$ cat config.mk
export PLATFORM = sky130hd
export DESIGN_NAME = id_ex_ctrl_stage
export DESIGN_NICKNAME = d
export VERILOG_FILES = /design/src/rtl/id_ex_ctrl_stage_pkg.sv /design/src/rtl/id_ex_ctrl_stage_imm_gen.sv /design/src/rtl/id_ex_ctrl_stage.sv
export SDC_FILE = /design/constraint.sdc
export NUM_CORES = 1
export LEC_CHECK = 0
export CORE_MARGIN = 1.5
export CORE_UTILIZATION = 39
export DETAILED_ROUTE_END_ITERATION = 10
export HOLD_SLACK_MARGIN = 0.1
export PLACE_DENSITY = 0.82
export SYNTH_ARGS = -nofsm -noshare
export SYNTH_HDL_FRONTEND = slang
export SYNTH_SLANG_ARGS = --single-unit
$ cat constraint.sdc
create_clock -name clk -period 2.1 [get_ports clk]
set_input_delay 0.21 -clock clk [delete_from_list [all_inputs] [get_ports clk]]
set_output_delay 0.21 -clock clk [all_outputs]
set_load 0.1 [all_outputs]
$ cat src/rtl/id_ex_ctrl_stage_pkg.sv
`default_nettype none
// Shared decode constants for the ID stage and the EX-side ALU control decoder.
package id_ex_ctrl_stage_pkg;

  localparam logic [6:0] OP_R      = 7'b0110011;
  localparam logic [6:0] OP_IMM    = 7'b0010011;
  localparam logic [6:0] OP_LOAD   = 7'b0000011;
  localparam logic [6:0] OP_STORE  = 7'b0100011;
  localparam logic [6:0] OP_BRANCH = 7'b1100011;

  localparam logic [1:0] ALUOP_ADD = 2'b00;
  localparam logic [1:0] ALUOP_BR  = 2'b01;
  localparam logic [1:0] ALUOP_R   = 2'b10;

  typedef struct packed {
    logic       branch;
    logic       mem_read;
    logic       mem_to_reg;
    logic       mem_write;
    logic       alu_src;
    logic       reg_write;
    logic [1:0] alu_op;
    logic       illegal;
    logic       rs1_used;
    logic       rs2_used;
    logic       rd_zero;
  } ctrl_t;

  function automatic ctrl_t decode_ctrl(input logic [6:0] op);
    ctrl_t c;
    c = '0;
    case (op)
      OP_R: begin
        c.alu_op    = ALUOP_R;
        c.reg_write = 1'b1;
        c.rs1_used  = 1'b1;
        c.rs2_used  = 1'b1;
      end
      OP_IMM: begin
        c.alu_op    = ALUOP_ADD;
        c.alu_src   = 1'b1;
        c.reg_write = 1'b1;
        c.rs1_used  = 1'b1;
      end
      OP_LOAD: begin
        c.alu_op     = ALUOP_ADD;
        c.alu_src    = 1'b1;
        c.mem_read   = 1'b1;
        c.mem_to_reg = 1'b1;
        c.reg_write  = 1'b1;
        c.rs1_used   = 1'b1;
      end
      OP_STORE: begin
        c.alu_op    = ALUOP_ADD;
        c.alu_src   = 1'b1;
        c.mem_write = 1'b1;
        c.rs1_used  = 1'b1;
        c.rs2_used  = 1'b1;
        c.rd_zero   = 1'b1;
      end
      OP_BRANCH: begin
        c.alu_op   = ALUOP_BR;
        c.branch   = 1'b1;
        c.rs1_used = 1'b1;
        c.rs2_used = 1'b1;
        c.rd_zero  = 1'b1;
      end
      default: c.illegal = 1'b1;
    endcase
    return c;
  endfunction

endpackage
`default_nettype wire

$ cat src/rtl/id_ex_ctrl_stage_imm_gen.sv
`default_nettype none
// id_imm_gen: combinational I/S/B immediate extraction, sign-extended to XLEN.
module id_imm_gen
  import id_ex_ctrl_stage_pkg::*;
#(
  parameter int XLEN = 64
) (
  input  logic [31:0]     instr_i,
  output logic [XLEN-1:0] imm_o
);

  logic [12:0] imm13;
  logic        unused_bits;

  // All formats fit a 13-bit signed value; B carries the implicit zero LSB.
  always_comb begin
    imm13 = '0;
    case (instr_i[6:0])
      OP_IMM, OP_LOAD: imm13 = {instr_i[31], instr_i[31:20]};
      OP_STORE:        imm13 = {instr_i[31], instr_i[31:25], instr_i[11:7]};
      OP_BRANCH:       imm13 = {instr_i[31], instr_i[7], instr_i[30:25], instr_i[11:8], 1'b0};
      default:         imm13 = '0;
    endcase
  end

  assign imm_o       = {{(XLEN-13){imm13[12]}}, imm13};
  assign unused_bits = ^instr_i[19:12];

endmodule
`default_nettype wire

$ cat src/rtl/id_ex_ctrl_stage.sv
`default_nettype none
// ID decode and ID/EX pipeline register with load-use interlock and stall/flush.
// Optional: define BUBBLE_CNT_EN to add the saturating bubble_count output.
module id_ex_ctrl_stage
  import id_ex_ctrl_stage_pkg::*;
#(
  parameter int XLEN    = 64,
  parameter int FUNCT_W = 4
) (
  input  logic               clk,
  input  logic               reset,
  input  logic               if_id_valid,
  input  logic [31:0]        if_id_instr,
  input  logic               stall_in,
  input  logic               flush_in,
  output logic               hazard_stall,
  output logic               ex_valid,
  output logic [1:0]         ex_ALUOp,
  output logic [FUNCT_W-1:0] ex_Funct,
  output logic               ex_Branch,
  output logic               ex_MemRead,
  output logic               ex_MemtoReg,
  output logic               ex_MemWrite,
  output logic               ex_ALUSrc,
  output logic               ex_RegWrite,
  output logic [4:0]         ex_rs1,
  output logic [4:0]         ex_rs2,
  output logic [4:0]         ex_rd,
  output logic [XLEN-1:0]    ex_imm,
`ifdef BUBBLE_CNT_EN
  output logic [15:0]        bubble_count,
`endif
  output logic               ex_illegal
);

  typedef struct packed {
    logic               valid;
    logic [1:0]         alu_op;
    logic [FUNCT_W-1:0] funct;
    logic               branch;
    logic               mem_read;
    logic               mem_to_reg;
    logic               mem_write;
    logic               alu_src;
    logic               reg_write;
    logic               illegal;
    logic [4:0]         rs1;
    logic [4:0]         rs2;
    logic [4:0]         rd;
    logic [XLEN-1:0]    imm;
  } idex_t;

  idex_t           idex_d, idex_q;
  ctrl_t           dec;
  logic [XLEN-1:0] imm;
  logic [4:0]      rs1, rs2;
  logic            hazard_raw;

  id_imm_gen #(.XLEN(XLEN)) u_imm_gen (
    .instr_i (if_id_instr),
    .imm_o   (imm)
  );

  assign dec = decode_ctrl(if_id_instr[6:0]);
  assign rs1 = if_id_instr[19:15];
  assign rs2 = if_id_instr[24:20];

  assign hazard_raw = if_id_valid & idex_q.valid & idex_q.mem_read & (idex_q.rd != 5'd0)
                    & dec.rs1_used
                    & ((idex_q.rd == rs1) | (dec.rs2_used & (idex_q.rd == rs2)));
  assign hazard_stall = hazard_raw & ~flush_in & ~stall_in;

  always_comb begin
    idex_d = idex_q;
    if (flush_in) begin
      idex_d = '0;
    end else if (stall_in) begin
      idex_d = idex_q;
    end else if (hazard_stall) begin
      idex_d = '0;
    end else begin
      idex_d       = '0;
      idex_d.valid = if_id_valid;
      idex_d.funct = {if_id_instr[30], if_id_instr[14:12]};
      idex_d.rs1   = rs1;
      idex_d.rs2   = dec.rs2_used ? rs2 : 5'd0;
      idex_d.rd    = dec.rd_zero ? 5'd0 : if_id_instr[11:7];
      idex_d.imm   = imm;
      // Controls of a non-valid slot stay zero so a bubble never writes state.
      if (if_id_valid) begin
        idex_d.alu_op     = dec.alu_op;
        idex_d.branch     = dec.branch;
        idex_d.mem_read   = dec.mem_read;
        idex_d.mem_to_reg = dec.mem_to_reg;
        idex_d.mem_write  = dec.mem_write;
        idex_d.alu_src    = dec.alu_src;
        idex_d.reg_write  = dec.reg_write;
        idex_d.illegal    = dec.illegal;
      end
    end
  end

  always_ff @(posedge clk or negedge reset) begin
    if (!reset) idex_q <= '0;
    else        idex_q <= idex_d;
  end

`ifdef BUBBLE_CNT_EN
  logic [15:0] bubble_cnt_q, bubble_cnt_d;

  always_comb begin
    bubble_cnt_d = bubble_cnt_q;
    if (hazard_stall && (bubble_cnt_q != 16'hFFFF)) bubble_cnt_d = bubble_cnt_q + 16'd1;
  end

  always_ff @(posedge clk or negedge reset) begin
    if (!reset) bubble_cnt_q <= '0;
    else        bubble_cnt_q <= bubble_cnt_d;
  end

  assign bubble_count = bubble_cnt_q;
`endif

  assign ex_valid    = idex_q.valid;
  assign ex_ALUOp    = idex_q.alu_op;
  assign ex_Funct    = idex_q.funct;
  assign ex_Branch   = idex_q.branch;
  assign ex_MemRead  = idex_q.mem_read;
  assign ex_MemtoReg = idex_q.mem_to_reg;
  assign ex_MemWrite = idex_q.mem_write;
  assign ex_ALUSrc   = idex_q.alu_src;
  assign ex_RegWrite = idex_q.reg_write;
  assign ex_rs1      = idex_q.rs1;
  assign ex_rs2      = idex_q.rs2;
  assign ex_rd       = idex_q.rd;
  assign ex_imm      = idex_q.imm;
  assign ex_illegal  = idex_q.illegal;

endmodule
`default_nettype wire

* Word level (Yosys, flattened, before mapping)
Index checks and enable logic that the tools add are counted.
** Word-level totals
- Logic and storage cells :: 58
- Register bits after elaboration :: 93
- Input bits :: 37
- Output and inout bits :: 94
** Cells by class
- Reduce and logical (&&, ||, !) cells :: 7
- Multiplexer cells :: 18
- Bitwise logic cells :: 11
- Equal/unequal tests :: 8
** Operators with widths (number)
- two-way mux 93 bit :: 3
- one-hot mux 13 bit (3 select lines) :: 1
- == test 7 x 6 -> 1 bit (second input constant) :: 2
- == test 5 bit :: 2
- two-way mux 5 bit :: 2
- OR reduction 3 bit :: 3
- bitwise AND 1 bit :: 8
- two-way mux 1 bit :: 8
- == test 7 x 2 -> 1 bit (second input constant) :: 1
- == test 7 x 5 -> 1 bit (second input constant) :: 1
- == test 7 bit (second input constant) :: 1
- two-way mux 7 bit :: 1
- nonzero test 5 bit :: 1
- OR reduction 5 bit :: 1
- two-way mux 2 bit :: 2
- one-hot mux 2 bit (2 select lines) :: 1
- OR reduction 2 bit :: 2
- inequality test 2 x 1 -> 1 bit (second input constant) :: 1
- NOT 1 bit :: 2
- bitwise OR 1 bit :: 1

* Logic depth before layout (Yosys ltp)
- Depth after elaboration :: 11
- Mapped depth :: 8
- Mapped depth without buffers :: 6

* Hierarchy
From an unflattened synthesis, not the netlist that was laid out.
** Unflattened totals
- Cells, all modules :: 508
- Area, all modules :: 4853.4 µm²
** By module, submodules not included
- id_ex_ctrl_stage :: area each 4252.8 µm², seq. area each 2302.2 µm², cells each 428, times used 1
- id_imm_gen :: area each 600.6 µm², seq. area each 0.0 µm², cells each 80, times used 1

* Worst setup path after synthesis
Ideal clock, no wire load.
- Path kind :: reg-to-output
- Start :: register idex_q, in the netlist ex_rd[1]
- End :: output port hazard_stall
- Stages on the path, launching flop included :: 7
- Data required time :: 1.890 ns
- Arrival time :: 2.170 ns
- Setup slack :: -0.280 ns
- Cell sequence :: dfrtp_1 -> or4_4 -> nor2_4 -> nor4b_4 -> nand2_2 -> inv_4 -> buf_8
** Between the ends
- Cells in the longest elaborated chain, start to end :: 6
** RTL lines
- start, declared :: line id_ex_ctrl_stage.sv:53 : idex_t idex_d, idex_q;
- start signal, assigned :: line id_ex_ctrl_stage.sv:105 : else idex_q <= idex_d;
- == test 5 bit or nonzero test 5 bit (tied branches) :: line id_ex_ctrl_stage.sv:70, id_ex_ctrl_stage.sv:68
- bitwise AND 1 bit, on equally long branches :: line id_ex_ctrl_stage.sv:70, id_ex_ctrl_stage.sv:68
- bitwise OR 1 bit or bitwise AND 1 bit (tied branches) :: line id_ex_ctrl_stage.sv:70, id_ex_ctrl_stage.sv:69
- bitwise AND 1 bit (*) :: line id_ex_ctrl_stage.sv:70 : & ((idex_q.rd == rs1) | (dec.rs2_used & (idex_q.rd == rs2)));
- bitwise AND 1 bit (*) (2 in series) :: line id_ex_ctrl_stage.sv:71 : assign hazard_stall = hazard_raw & ~flush_in & ~stall_in;
- end, declared :: line id_ex_ctrl_stage.sv:16 : output logic hazard_stall,
Every way passes the cells marked *; elsewhere a longest branch is shown, timed or not.

* Final worst setup path
Ends and elaborated chain as after synthesis.

==> summary.txt <==
Synth
  – Post-synth top area share: 0.434
  – Post-synth top area cell: dfrtp_1
  – Simple-Gate Fraction of Synth Area: 0.151
  – FFs w/ async S/R, synth: 1.00
  – Total nets after synthesis: 263
  – Synth cell types: 37
  – Synth top cells by count: buf_4 (52), dfrtp_1 (41), a22o_1 (24), nand2_1 (22), nand3_1 (17)
  – Adder-cell share of the synthesized area: 0
  – Leading cell type by number of instances after synthesis: buf_4
  – Main flop type after synthesis: dfrtp_1
  – #FFs+latches synth: 41
  – Cells after Synth: 226
  – Xor/xnor share of the synthesized area: 0.0370
  – Syn. warnings: 0
  – Synthesized area: 2360 um2
  – Post-synthesis sequential area ratio: 0.434
  – Post-synthesis compound-gate area fraction: 0.185
  – Area contributors post-synth: dfrtp_1 (43%), buf_4 (17%), a22o_1 (8.9%)
  – Multiplexer area fraction after synthesis: 0
  – Post-synth EDFFs: 0
  – Avg Inst Size Synth: 10.5 um2
  – Largest family of logic cells by synthesized area: buffers and inverters

STA
  – Fin. max-slew vios: 0
  – RSZ-0062 raised after global routing: no
  – Final Hold Viols: 0
  – Setup_tns: 0 ns
  – Setup-failing EPs final: 0
  – Peak Freq: 497 MHz
  – Tmin final: 2.01 ns
  – Setup Skew: 0.00626 ns
  – Tcrit/Tclk final: 0.958
  – Worst slew pin tran: 0.624 ns
  – Slew HR: 0.584

Min path
  – Worst Hold Class: in -> reg

Final layout
  – Final nets: 352
  – Layout Cells excl Fill: 391
  – Area delta synth->final: 69.6%
  – # diodes: 0
  – Share of layout cells above drive strength 1: 0.465

CTS
  – Clock-pin transition on the worst setup and hold timing paths: 0.07 ns
  – H-tree depth: 2
  – TritonCTS clock tree: built
  – Clock buffer depth: 2
  – CTS buffer count: 5
  – Worst-Skew Late Latency: 0.29 ns
  – Root Driver: clkbuf_8
  – Sink Count: 41

Worst setup path
  – Startpoint types: flop
  – Maximum fanout along the worst path: 5
  – Reg2reg setup slack: 0.16 ns
  – CP Class: reg -> out
  – Crit. End Element: output pin
  – Crit path arrival time: 1.80 ns
  – Worst Path Required: 1.89 ns

Placement
  – DP HPWL: 5380 um
  – GPL Wtd Cong: 0.845
  – Port bufs: 130
  – Placed Instances: 380

Die
  – Die width: 80.9 um
  – Core ar.: 5890 um2
  – Initial core utilization: 0.402
  – Num rows: 28
  – Chip height: 80.9 um
  – IO Count: 131
  – Die area: 6540 um2

Drt
  – Antenna Nets Post-Route: 0
  – Drt pass-1 iters: 4
  – Iter 0 DRT Violations: 123
  – Vias: 1978
  – Post-DR vias/cell: 5.06
  – DRC errors left: 0
  – DR WL/cell: 17.6 um
  – Total wire length: 6870 um

GRT
  – Global Route Usage Sum: 0.209
  – First-pass GRT wire length: 10200 um
  – Initial antenna violation count: 0
  – Number of global-route vias before repair: 1857
  – Grt total ovfl: 0
  – Largest net degree at the start of global routing: 42

Power
  – Pwr/cell area: 480 nW/um2
  – VDD IR max: 0.285 mV
  – Static leakage: 1.79 nW

Run
  – Max-capacitance violation count: 0

Status
  – Outcome: finished clean
## sequential cells by signal (all words and copies together) (netlist names)
| register | flops |
|---|---|
| ex_imm | 13 |
| ex_valid | 1 |
| ex_rs1 | 5 |
| ex_rs2 | 5 |
| ex_MemRead | 1 |
| ex_Branch | 1 |
| ex_MemWrite | 1 |
| ex_Funct | 4 |
| ex_ALUSrc | 1 |
| ex_illegal | 1 |
| ex_ALUOp | 2 |
| ex_rd | 5 |
| ex_RegWrite | 1 |
## final cells by class
type	count	area, um2
clock buffers	7	86.3
multi-input cells	121	892
flip-flops and latches	41	1040
clock inverters	1	30.0
repair buffers	144	1860
fillers	432	1880
well taps	75	93.8
inverters	2	10.0
## worst max-delay path: stages, from the launching register on
cell and delay (ns):
dfrtp_2 0.46, or4_4 0.56, nor2_4 0.12, nor4b_4 0.06
nand2_2 0.10, inv_4 0.06, buf_12 0.16
## cell usage in the layout (no fill, tap or decap), types with 3 or more instances in the layout
| cell type | instances |
|---|---|
| a22o_1 | 24 |
| dfrtp_2 | 8 |
| o21ai_2 | 7 |
| buf_4 | 52 |
| nand3_1 | 17 |
| dfrtp_1 | 33 |
| o21ai_0 | 10 |
| nand2_1 | 22 |
| xnor2_1 | 10 |
| buf_12 | 55 |
| clkbuf_8 | 6 |
| clkdlybuf4s50_1 | 33 |
| nor2_1 | 3 |
| a32o_1 | 3 |
## power by group
group / total [mW] / leakage (nW) / switching (mW) / internal (mW)
Combinational: 0.457 / 1.18 / 0.299 / 0.158
Sequential: 0.831 / 0.550 / 0.0212 / 0.810
Clock: 0.638 / 0.0585 / 0.251 / 0.387
Total: 1.93 / 1.79 / 0.572 / 1.35
## timing repair
action | CTS | global route
endpoints found under the setup margin | 0 | 1
buffers inserted | 0 | 2
resized for setup | 0 | 3
hold endpoints to repair | 27 | 0
hold buffers | 1 | 0
## routing by layer
metal / track usage / routed length (um) / vias to the layer above
li1: - / - / 916
met1: 0.271 / 2700 / 983
met2: 0.363 / 3780 / 74
met3: 0.0371 / 336 / 5
met4: 0.0466 / 46 / 0
met5: 0 / 0 / -
## stage by stage
stage | hold WS (ns) | area [um2] | power [mW] | setup WS (ns) | util
after floorplan | -0.0856 | 2370 | 1.12 | 0.0563 | -
after global placement | 0.243 | 3860 | 1.29 | 0.0659 | 0.655
after detailed placement | 0.256 | 3860 | 1.30 | 0.00624 | 0.655
after CTS | 0.472 | 3980 | 1.94 | 0.0248 | 0.677
after global routing | 0.292 | 4010 | 2.01 | 0.0113 | 0.681
final | 0.314 | 4010 | 1.93 | 0.0874 | 0.681
## final timing paths
kind / endpoint / cells after the start / startpoint
max: hazard_stall / 6 / ex_rd[1]
max in group asynchronous: ex_imm[3] / 3 / reset
min in group asynchronous: ex_rs1[4] / 2 / reset
max reg2reg: ex_Funct[2] / 6 / ex_rd[1]
min reg2reg: ex_imm[5] / 2 / ex_imm[5]
min: ex_MemRead / 2 / if_id_instr[4]
## logic make-up after synthesis
| logic type | count (synthesis) |
|---|---|
| compound gates | 52 |
| xor+xnor | 10 |
| buf+inv | 64 |
| flops | 41 |
| simple gates | 59 |
(Power assumes the default switching activity.)
